[src/rtl/stream_nasti_mover_sched.sv]
// Round-robin scheduler sharing one stream_nasti_mover between NUM_REQ producers:
// arbitrates destination requests, issues r_dest/r_valid, routes the granted stream, pulses done.
module stream_nasti_mover_sched #(
   parameter int unsigned NUM_REQ    = 2,
   parameter int unsigned ADDR_WIDTH = 64,
   parameter int unsigned DATA_WIDTH = 64
) (
   input  logic                            aclk,
   input  logic                            aresetn,
   input  logic [NUM_REQ-1:0]              req_valid,
   output logic [NUM_REQ-1:0]              req_ready,
   input  logic [NUM_REQ*ADDR_WIDTH-1:0]   req_addr,
   output logic [NUM_REQ-1:0]              done,
   output logic                            done_err,
   input  logic [NUM_REQ-1:0]              s_t_valid,
   output logic [NUM_REQ-1:0]              s_t_ready,
   input  logic [NUM_REQ*DATA_WIDTH-1:0]   s_t_data,
   input  logic [NUM_REQ*DATA_WIDTH/8-1:0] s_t_strb,
   input  logic [NUM_REQ*DATA_WIDTH/8-1:0] s_t_keep,
   input  logic [NUM_REQ-1:0]              s_t_last,
   output logic                            m_t_valid,
   input  logic                            m_t_ready,
   output logic [DATA_WIDTH-1:0]           m_t_data,
   output logic [DATA_WIDTH/8-1:0]         m_t_strb,
   output logic [DATA_WIDTH/8-1:0]         m_t_keep,
   output logic                            m_t_last,
   output logic [ADDR_WIDTH-1:0]           m_r_dest,
   output logic                            m_r_valid,
   input  logic                            m_r_ready,
   output logic                            busy
);

   localparam int unsigned GW = $clog2(NUM_REQ);
   localparam int unsigned SW = DATA_WIDTH / 8;
   localparam logic [ADDR_WIDTH-1:0] ALIGN_MASK = ADDR_WIDTH'(SW - 1);

   typedef enum logic [1:0] {S_IDLE, S_ISSUE, S_BUSY, S_DONE} state_t;

   state_t                state_q, state_d;
   logic [GW-1:0]         grant_q, grant_d;
   logic [GW-1:0]         rr_ptr_q, rr_ptr_d;
   logic [ADDR_WIDTH-1:0] dest_q, dest_d;
   logic                  rvalid_q, rvalid_d;
   logic                  busy_q, busy_d;
   logic                  err_q, err_d;
   logic                  rdy_q;

   logic [GW-1:0]         pick, cand;
   logic                  found;
   logic [ADDR_WIDTH-1:0] pick_addr;
   logic [NUM_REQ-1:0]    req_ready_c;
   logic                  routing;

   always_comb begin
      pick  = '0;
      cand  = '0;
      found = 1'b0;
      for (int unsigned i = 0; i < NUM_REQ; i++) begin
         cand = GW'((32'(rr_ptr_q) + i) % NUM_REQ);
         if (!found && req_valid[cand]) begin
            found = 1'b1;
            pick  = cand;
         end
      end
   end

   assign pick_addr = req_addr[pick*ADDR_WIDTH +: ADDR_WIDTH];

   always_comb begin
      state_d     = state_q;
      grant_d     = grant_q;
      rr_ptr_d    = rr_ptr_q;
      dest_d      = dest_q;
      rvalid_d    = rvalid_q;
      busy_d      = busy_q;
      err_d       = err_q;
      req_ready_c = '0;
      unique case (state_q)
         S_IDLE: begin
            if (found) begin
               req_ready_c[pick] = 1'b1;
               grant_d           = pick;
               if (|(pick_addr & ALIGN_MASK)) begin
                  err_d   = 1'b1;
                  state_d = S_DONE;
               end else begin
                  err_d    = 1'b0;
                  dest_d   = pick_addr;
                  rvalid_d = 1'b1;
                  busy_d   = 1'b1;
                  state_d  = S_ISSUE;
               end
            end
         end
         S_ISSUE: begin
            if (m_r_ready) begin
               rvalid_d = 1'b0;
               state_d  = S_BUSY;
            end
         end
         S_BUSY: begin
            if (rdy_q) begin
               err_d   = 1'b0;
               busy_d  = 1'b0;
               state_d = S_DONE;
            end
         end
         S_DONE: begin
            rr_ptr_d = (grant_q == GW'(NUM_REQ - 1)) ? '0 : grant_q + GW'(1);
            state_d  = S_IDLE;
         end
         default: state_d = S_IDLE;
      endcase
   end

   always_ff @(posedge aclk or negedge aresetn) begin
      if (!aresetn) begin
         state_q  <= S_IDLE;
         grant_q  <= '0;
         rr_ptr_q <= '0;
         dest_q   <= '0;
         rvalid_q <= 1'b0;
         busy_q   <= 1'b0;
         err_q    <= 1'b0;
         rdy_q    <= 1'b0;
      end else begin
         state_q  <= state_d;
         grant_q  <= grant_d;
         rr_ptr_q <= rr_ptr_d;
         dest_q   <= dest_d;
         rvalid_q <= rvalid_d;
         busy_q   <= busy_d;
         err_q    <= err_d;
         // Sampled only while BUSY so the r_ready of the issue handshake is never taken as completion.
         rdy_q    <= (state_q == S_BUSY) && m_r_ready;
      end
   end

   assign routing = (state_q == S_ISSUE) || (state_q == S_BUSY);

   always_comb begin
      m_t_valid = 1'b0;
      m_t_data  = '0;
      m_t_strb  = '0;
      m_t_keep  = '0;
      m_t_last  = 1'b0;
      s_t_ready = '0;
      if (routing) begin
         m_t_valid          = s_t_valid[grant_q];
         m_t_data           = s_t_data[grant_q*DATA_WIDTH +: DATA_WIDTH];
         m_t_strb           = s_t_strb[grant_q*SW +: SW];
         m_t_keep           = s_t_keep[grant_q*SW +: SW];
         m_t_last           = s_t_last[grant_q];
         s_t_ready[grant_q] = m_t_ready;
      end
   end

   always_comb begin
      done = '0;
      if (state_q == S_DONE) done[grant_q] = 1'b1;
   end

   assign done_err  = (state_q == S_DONE) && err_q;
   assign req_ready = aresetn ? req_ready_c : '0;
   assign m_r_dest  = dest_q;
   assign m_r_valid = rvalid_q;
   assign busy      = busy_q;

endmodule

[config.mk]
export PLATFORM = sky130hd
export DESIGN_NAME = stream_nasti_mover_sched
export DESIGN_NICKNAME = d
export VERILOG_FILES = /design/src/rtl/stream_nasti_mover_sched.sv
export SDC_FILE = /design/constraint.sdc
export NUM_CORES = 1
export LEC_CHECK = 0
export ABC_CLOCK_PERIOD_IN_PS = 1900
export CAP_MARGIN = 10
export CELL_PAD_IN_SITES_DETAIL_PLACEMENT = 1
export CELL_PAD_IN_SITES_GLOBAL_PLACEMENT = 1
export CORE_AREA = 2 2 177 179
export DETAILED_ROUTE_END_ITERATION = 7
export DIE_AREA = 0 0 179 181
export PLACE_DENSITY = 0.73
export SYNTH_ARGS = -nofsm -noshare
export SYNTH_HDL_FRONTEND = slang
export SYNTH_SLANG_ARGS = --single-unit
[constraint.sdc]
create_clock -name aclk -period 1.9 [get_ports aclk]
set_input_delay 0.38 -clock aclk [delete_from_list [all_inputs] [get_ports aclk]]
set_output_delay 0.38 -clock aclk [all_outputs]
set_load 0.05 [all_outputs]
# == After elaboration in Yosys (flattened, before gate mapping) ==
# Index checks and enable logic that the tools add are counted.
# Widths: inputs -> output; s select.
# word_totals
inputBits,298
out_inout_bits,155
regBits,72
# op_classes
mux,41
n_addsub,2
eq_ne,7
bitwise_logic,2
n_reduce_logical,17
magnitude_cmp,6
shifts,4
# ops
operator,n
$shiftx 128x8->64,2
$mux 64,1
$shiftx 16x5->8,2
$mux 1,23
$mux 2,9
$mux 8,2
$reduce_and 3->1,3
$lt 1x2->1 const B,4
$ne 2x2->1 const B,4
$pmux 2 s4,1
$reduce_and 4->1,2
$pmux 1 s2,3
$logic_and 1x1->1,5
$eq 2x2->1 const B,2
$reduce_bool 2->1,2
$reduce_or 3->1,1
$add 1x1->1 const B,2
$and 2x2->2,1
$demux 1 s1,2
$eq 2x1->1 const B,1
$ge 1x1->1 const B,2
$logic_not 2->1,1
$reduce_and 2->1,1
$logic_not 1->1,1
other kinds (2),2

# == Logic depth before layout (Yosys ltp) ==
# logic_depth
depth_word,13
ltp_mapped,7

# == Least setup slack after synthesis ==
# No wires, ideal clock.
# synth_timing
path_type,register to output
from,register state_q[0]
to,output req_ready[0]
arrival_time_ps,2127
path_buffers,1
path_stages_with_launch,6
t_required_ps,1520
path_slack_ps,-607
cell_sequence,dfrtp_1 > inv_1 > ha_1 > clkbuf_1 > nand2_1 > a211oi_1
# synth_via
elab_chain_cells,3
# synth_lines
element,line,text
"start, declared",39,"state_t state_q, state_d;"
"start signal, assigned",127,state_q <= state_d;
$logic_not 2->1,78,unique case (state_q)
$mux 2,78,
$mux 2,164,assign req_ready = aresetn ? req_ready_c : '0;
"end, declared",11,"output logic [NUM_REQ-1:0] req_ready,"
# Every way passes these cells.

# == Final worst setup path ==
# layout_timing
from,register grant_q
to,output m_t_data[43]
# layout_via
elab_chain_cells,2
# layout_lines
element,line,text
"start, declared",40,"logic [GW-1:0] grant_q, grant_d;"
"start signal, assigned",128,grant_q <= grant_d;
$shiftx 128x8->64,150,m_t_data = s_t_data[grant_q*DATA_WIDTH +: DATA_WIDTH];
$mux 64,148,if (routing) begin
"end, declared",23,"output logic [DATA_WIDTH-1:0] m_t_data,"
# Every way passes these cells.

==> results_dict.tcl <==
set metrics [dict create \
    outcome "finished, violations left" \
    violations "setup timing" \
    yosys_register_bits 72 \
    p_per_area_mw_per_mm2 2080 \
    drc 0 \
    cp-end-kind "output port" \
    ant_nets 0 \
    sw_frac_of_total 0.461 \
    synth_cell_type_count 31 \
    fin_cells 1371 \
    dp_cells 1316 \
    htreeDepth 3 \
    cpPeakStageDelay_ns 0.50 \
    drv_cap 0 \
    final-setup-viol-count 150 \
    via_count 5672 \
    grt_pass1_vias 6474 \
    clock_latency_ns 0.33 \
    synth_edf_count 0 \
    final_area_mm2 0.0135 \
    yosysWarnings 0 \
    fin_skew_ns 0.00643 \
    synthFlopType "dfrtp_1" \
    finalHoldViolations 0 \
    core_mm2 0.0303 \
    cts_root_buffer "clkbuf_16" \
    finalCriticalPeriod_ns 2.15 \
    drtIter0Drc 176 \
    clock_path_buffers 2 \
    layout_setup_ws_ns -0.254 \
    cp.depth 6 \
    numCtsBuffers 9 \
    avgSynthCellArea_um2 11.3 \
    total_power_mw 28.1 \
    final_common_cell "clkdlybuf4s50_1" \
    startpoint_type "register" \
    clock_sinks 72 \
    grt_max_degree 45 \
    crit_top_cell "buf_12" \
    worst_ep_arrival_time_ns 1.77 \
    avgViaCountPerCell 4.14 \
    period_share 1.13 \
    nets 1271 \
    reg2reg_to "m_r_dest[9]$_DFFE_PN0P_" \
    p_int_mw 15.1 \
    crit_path_cell_trace "buf_12 > clkbuf_16 > mux2i_2 > buf_4 > nor2b_4 > buf_12" \
    path_buf_inv 4 \
    rsz0062_at_grt "true" \
    worst-path-max-fanout 6 \
    wirelength_um 29900 \
    peakVddDrop_v 0.00153 \
    setup.worst_path.class "register to output port" \
    grt_usage 0.172 \
    relSlewSlack 0.620 \
    final_cell_mix "clkdlybuf4s50_1, buf_12, nor2b_4, buf_4, dfrtp_1" \
    drive_gt1_frac 0.521 \
    slowest_stage "dfrtp_4" \
    power.share.sequential 0.098 \
    combPwrFrac 0.837 \
    switching_power_mw 12.9 \
    r2r_cells 8 \
    die_h_um 181 \
    worst_pin_slew_ns 0.569 \
    synthCells 445 \
    overflow 0 \
    start_util 0.166 \
    fmax_mhz 464 \
    clock_power_share 0.065 \
    yosysTopAreaCellShare 0.357 \
    place_congestion 0.781 \
    area_growth_pct 168 \
    timing.rr.start "rr_ptr_q$_DFFE_PN0N_" \
    r2r_setup_slack_ns -0.21 \
    crit_required_ns 1.52 \
    drt_pass1_iterations 5 \
    ioPinCount 453 \
    leakage_nw 5.93 \
    synth_top_area_cell "dfrtp_1" \
    syn-cell-area_mm2 0.00504 \
    place_hpwl_um 22500 \
    fp.dieW_um 179 \
    synth_area_leaders "dfrtp_1, mux2_2, mux2i_1, nor2b_1, mux2_1" \
    portBuffers 452 \
    dieArea_mm2 0.0324 \
    path_clk_slew_ns 0.06 \
    place_area_mm2 0.0118 \
    min_path_type "input port to async pin" \
    seq_area_frac_synth 0.357 \
    synthesis.nets 748 \
    drv_slew 0 \
    rows 64 \
    grt_pass1_wl_um 41000 \
    cts_tree "yes" \
    crit_family "buffers and inverters" \
    async_flop_share 1.00 \
    hold_buffers 0 \
    antenna_found_initial 3 \
    wl_per_cell_um 21.8 \
]
==> layer usage <==
layer | track usage | wire, um
met4 | 0.0361 | 238
met3 | 0.0612 | 2820
met5 | 0 | 0
met1 | 0.182 | 10800
met2 | 0.321 | 16000
==> repair_timing <==
item                                    4_1_cts  5_1_grt
cloned                                        7        6
setup buffers                                26        9
endpoints found under the setup margin      160      170
pin swaps                                     7        9
gates resized for setup                     164       84
==> power by group through the flow <==
| stage | sequential [mW] | combinational [mW] | clock (mW) |
|---|---|---|---|
| after floorplan | 4.99 | 9.25 | 0 |
| after global placement | 2.74 | 20.4 | 0 |
| final | 2.76 | 23.5 | 1.82 |
| after CTS | 2.79 | 22.9 | 1.88 |
| after global routing | 2.85 | 24.3 | 1.96 |
| after detailed placement | 2.76 | 20.6 | 0 |
==> worst max-delay path by stage <==
stage	slack (ns)	startpoint	to
after global routing	-0.30	grant_q$_DFFE_PN0P_	m_t_data[49]
after CTS	-0.26	grant_q$_DFFE_PN0P_	m_t_data[40]
after floorplan	-0.15	state_q[0]$_DFFE_PN0P_	req_ready[0]
after detailed placement	-0.55	req_valid[0]	m_r_dest[37]$_DFFE_PN0P_
final	-0.25	grant_q$_DFFE_PN0P_	m_t_data[43]
after global placement	-0.50	req_valid[0]	m_r_dest[18]$_DFFE_PN0P_
==> cells by family after synthesis <==
kind of cell               Yosys count  synth area share
muxes                              204             0.435
and+or+nand+nor                    109             0.130
DFF                                 72             0.357
buffers and inverters               36            0.0365
AOI/OAI and AO/OA                   19            0.0288
adders and majority gates            5            0.0124
==> cell type report <==
type	instances	area [um^2]
fillers	3137	16800
multi-input cells	337	4290
clock buffers	10	239
repair buffers	545	6570
clock inverters	5	81.3
inverters	3	11.3
well taps	396	495
diodes	3	7.51
flip-flops and latches	72	1810
==> cells in the mapped netlist, types with 2 or more instances <==
cell / number
a21boi_0: 2
a21oi_1: 3
a311o_1: 2
and2_1: 3
buf_1: 6
buf_2: 3
buf_6: 6
clkbuf_1: 18
dfrtp_1: 72
ha_1: 5
inv_1: 3
mux2_1: 48
mux2_2: 74
mux2i_1: 82
nand2_1: 4
nand3_1: 2
nor2_1: 7
nor2b_1: 88
o21ai_0: 4
or3b_2: 2
==> worst reg2reg max path: cells and delay by family, from the launching register on <==
family	cells	cell delay (ns)
muxes	1	0.29
buffers and inverters	4	0.46
and+or+nand+nor	1	0.15
DFF	1	0.39
AOI/OAI and AO/OA	2	0.70
==> through the flow <==
stage / setup TNS, ns / hold WS (ns) / utilization / setup WS [ns]
global route: -32.47 / 0.141 / 0.445 / -0.296
detailed placement: -32.07 / 0.475 / 0.388 / -0.546
floorplan: -8.51 / 0.0844 / - / -0.154
global placement: -29.45 / 0.466 / 0.388 / -0.497
finish: -22.25 / 0.119 / 0.445 / -0.254
CTS: -23.84 / 0.135 / 0.431 / -0.258
==> sequential cells by signal (all words and copies together) (netlist names) <==
register	cells
m_r_dest	64
grant_q	1
busy	1
rr_ptr_q	1
err_q	1
rdy_q	1
state_q	2
m_r_valid	1
Note: power is estimated with default switching activity, not from simulation.
==> patch (config.mk and constraints unchanged) <==
The 4 states of `state_t` get a one-hot encoding in 4 bits.
--- a/src/rtl/stream_nasti_mover_sched.sv
+++ b/src/rtl/stream_nasti_mover_sched.sv
@@ -35,5 +35,5 @@
    localparam logic [ADDR_WIDTH-1:0] ALIGN_MASK = ADDR_WIDTH'(SW - 1);
 
-   typedef enum logic [1:0] {S_IDLE, S_ISSUE, S_BUSY, S_DONE} state_t;
+   typedef enum logic [3:0] {S_IDLE = 4'b0001, S_ISSUE = 4'b0010, S_BUSY = 4'b0100, S_DONE = 4'b1000} state_t;
 
    state_t                state_q, state_d;
Behaviour: no difference found for any inputs over 4 cycles, from zero or initial values and one cycle with aresetn low; so few cycles prove little.
==> patch against the original RTL <==
  * Design area down 7.9%
  * Worst setup slack got worse by 0.15 ns
  * Routed wire length down 13%
  * Area after synthesis down 4.6%
  * The run still ends with setup timing left
  * Sequential cell count increased by 2
  * Maximum frequency shrank 6.5%
Power is not compared: it rests on default switching activity, and its combinational part moved more than twofold at a synthesized area within 25%.
==> patch: results (changes against the original RTL) <==
- Largest net degree at the start of global routing: 39 (-13%)
- Launch point of the worst reg-to-reg path: state_q[2]$_DFFE_PN0P_
- Final hold slack: 0.1336 ns (+0.01443 ns)
- H-tree levels: 3 (unchanged)
- Via count: 5394 (-4.9%)
- Synth top area cells: dfrtp_1, mux2_2, mux2i_1
- First-pass GRT wire length: 37100 um (-9.5%)
- Flop2flop setup slack: -0.32 ns (-0.11 ns)
- Relative slew margins: 65.48% (+3.4 points)
- Cell count after placement: 1296 (-1.5%)
- Total GRT Usage: 15.56% (-1.6 points)
- Worst Slack Setup Final: -0.4037 ns (-0.1492 ns)
- Worst hold path class: input pin to async pin
- Met1 Usage GRT: 15.01% (-3.2 points)
- Vias per cell: 4.037 (-2.4%)
- Worst Skew: 0.009274 ns (+0.002843 ns)
- Reg2reg path depth: 9 (+1)
- Launch point of the worst path: state_q[1]$_DFFE_PN0P_
- Clock Path Buffers: 2 (unchanged)
- GR Util met2: 29.95% (-2.2 points)
- Top routing layer used: met5
- Nets: 1231 (-3.1%)
- R2R Path End: m_r_dest[40]$_DFFE_PN0P_
- DRT iter0 DRCs: 92 (-48%)
- Setup Viol. Count Final: 156 (+4.0%)
- Synth cell types: 33 (+6.5%)
- Register area share after synthesis: 38.52% (+2.8 points)
- DR WL met2: 14350 um (-11%)
- Final setup TNS: -47.86 ns (-25.62 ns)
- Met3 global-route usage: 5.577% (-0.55 points)
- Worst slack at placement: -0.4479 ns (+0.09836 ns)
- RePlAce Congestion: 0.7603 (-2.7%)
- Failing checks: setup timing
- Crit path DAT: 1.92 ns (+0.15 ns)
- Layout cells sized above 1: 47.76% (-4.3 points)
- Commonest cells in the netlist: mux2_2, nor2_1, mux2i_1
- Syn Nets: 736 (-1.6%)
- End point of the critical path: m_t_data[63]
- Status: complete, but fails checks
- Post-placement cell area: 11620 um2 (-1.2%)
- Critical path fanouts, max: 23 (+17)
- DR WL met3: 2714 um (-3.9%)
- Max reg flops: 64 (unchanged)
- Fillers: 3212 (+2.4%)
- Vias in the first global route: 6047 (-6.6%)
- Syn avg cell area: 10.98 um2 (-3.1%)
- Wire per inst: 19.52 um (-11%)
- WL met1: 8508 um (-21%)
- Initial antenna violation count: 4 (+1)
- Detail Placement HPWL: 21600 um (-4.0%)
- DR pass1 iterations: 4 (-1)
## patch: cell count changes in the layout (fill, tap and decap cells not counted), moves of 4 or more
cell	unedited run	this run
buf_8	11	2
buf_4	76	83
dlymetal6s2s_1	14	4
buf_12	105	101
mux2i_2	32	0
mux2i_4	11	0
mux2i_1	39	82
dlygate4sd2_1	17	10
nor2b_2	4	0
nor2_4	2	83
nor2b_4	81	1
## patch: power by group
group          switching (mW)  internal, mW  leakage, nW
combinational            6.02          5.00         4.10
sequential              0.536          2.34        0.879
clock                   0.714         0.893        0.136
total                    7.27          8.23         5.11
## patch: worst max-delay path: stages, from the launching register on
cell	delay, ns
dfrtp_2	0.42
xnor2_1	0.13
or3_4	0.46
buf_12	0.25
nor2_4	0.12
buf_4	0.20
## patch: final cells by class
class                      count  area [um2]  area share, %
timing repair buffer         518        6083          48.90
clock inverter                 7       52.55         0.4224
antenna                        2       5.005        0.04023
clock buffer                   9       225.2          1.810
inverter                       3       11.26        0.09052
multi-input combinational    327        3709          29.81
tap                          396       495.5          3.983
sequential                    74        1859          14.95
## patch: cell families (layout without fill, tap and decap cells)
| group | Yosys count | in the layout | synth area share [%] |
|---|---|---|---|
| other | 0 | 2 | 0 |
| XOR/XNOR | 1 | 1 | 0.1821 |
| flip-flops | 74 | 74 | 38.52 |
| AND/OR/NAND/NOR | 111 | 111 | 10.30 |
| buffers and inverters | 37 | 537 | 3.719 |
| multiplexers | 204 | 204 | 45.62 |
| AO/OA/AOI/OAI | 11 | 11 | 1.665 |
## patch: what timing repair did
action | 4_1_cts | 5_1_grt
gates resized for setup | 38 | 59
setup endpoints to repair | 161 | 160
hold buffers | 1 | 0
setup buffers | 16 | 8
gates cloned | 4 | 2
pin swaps | 5 | 4
endpoints found under the hold margin | 6 | 0
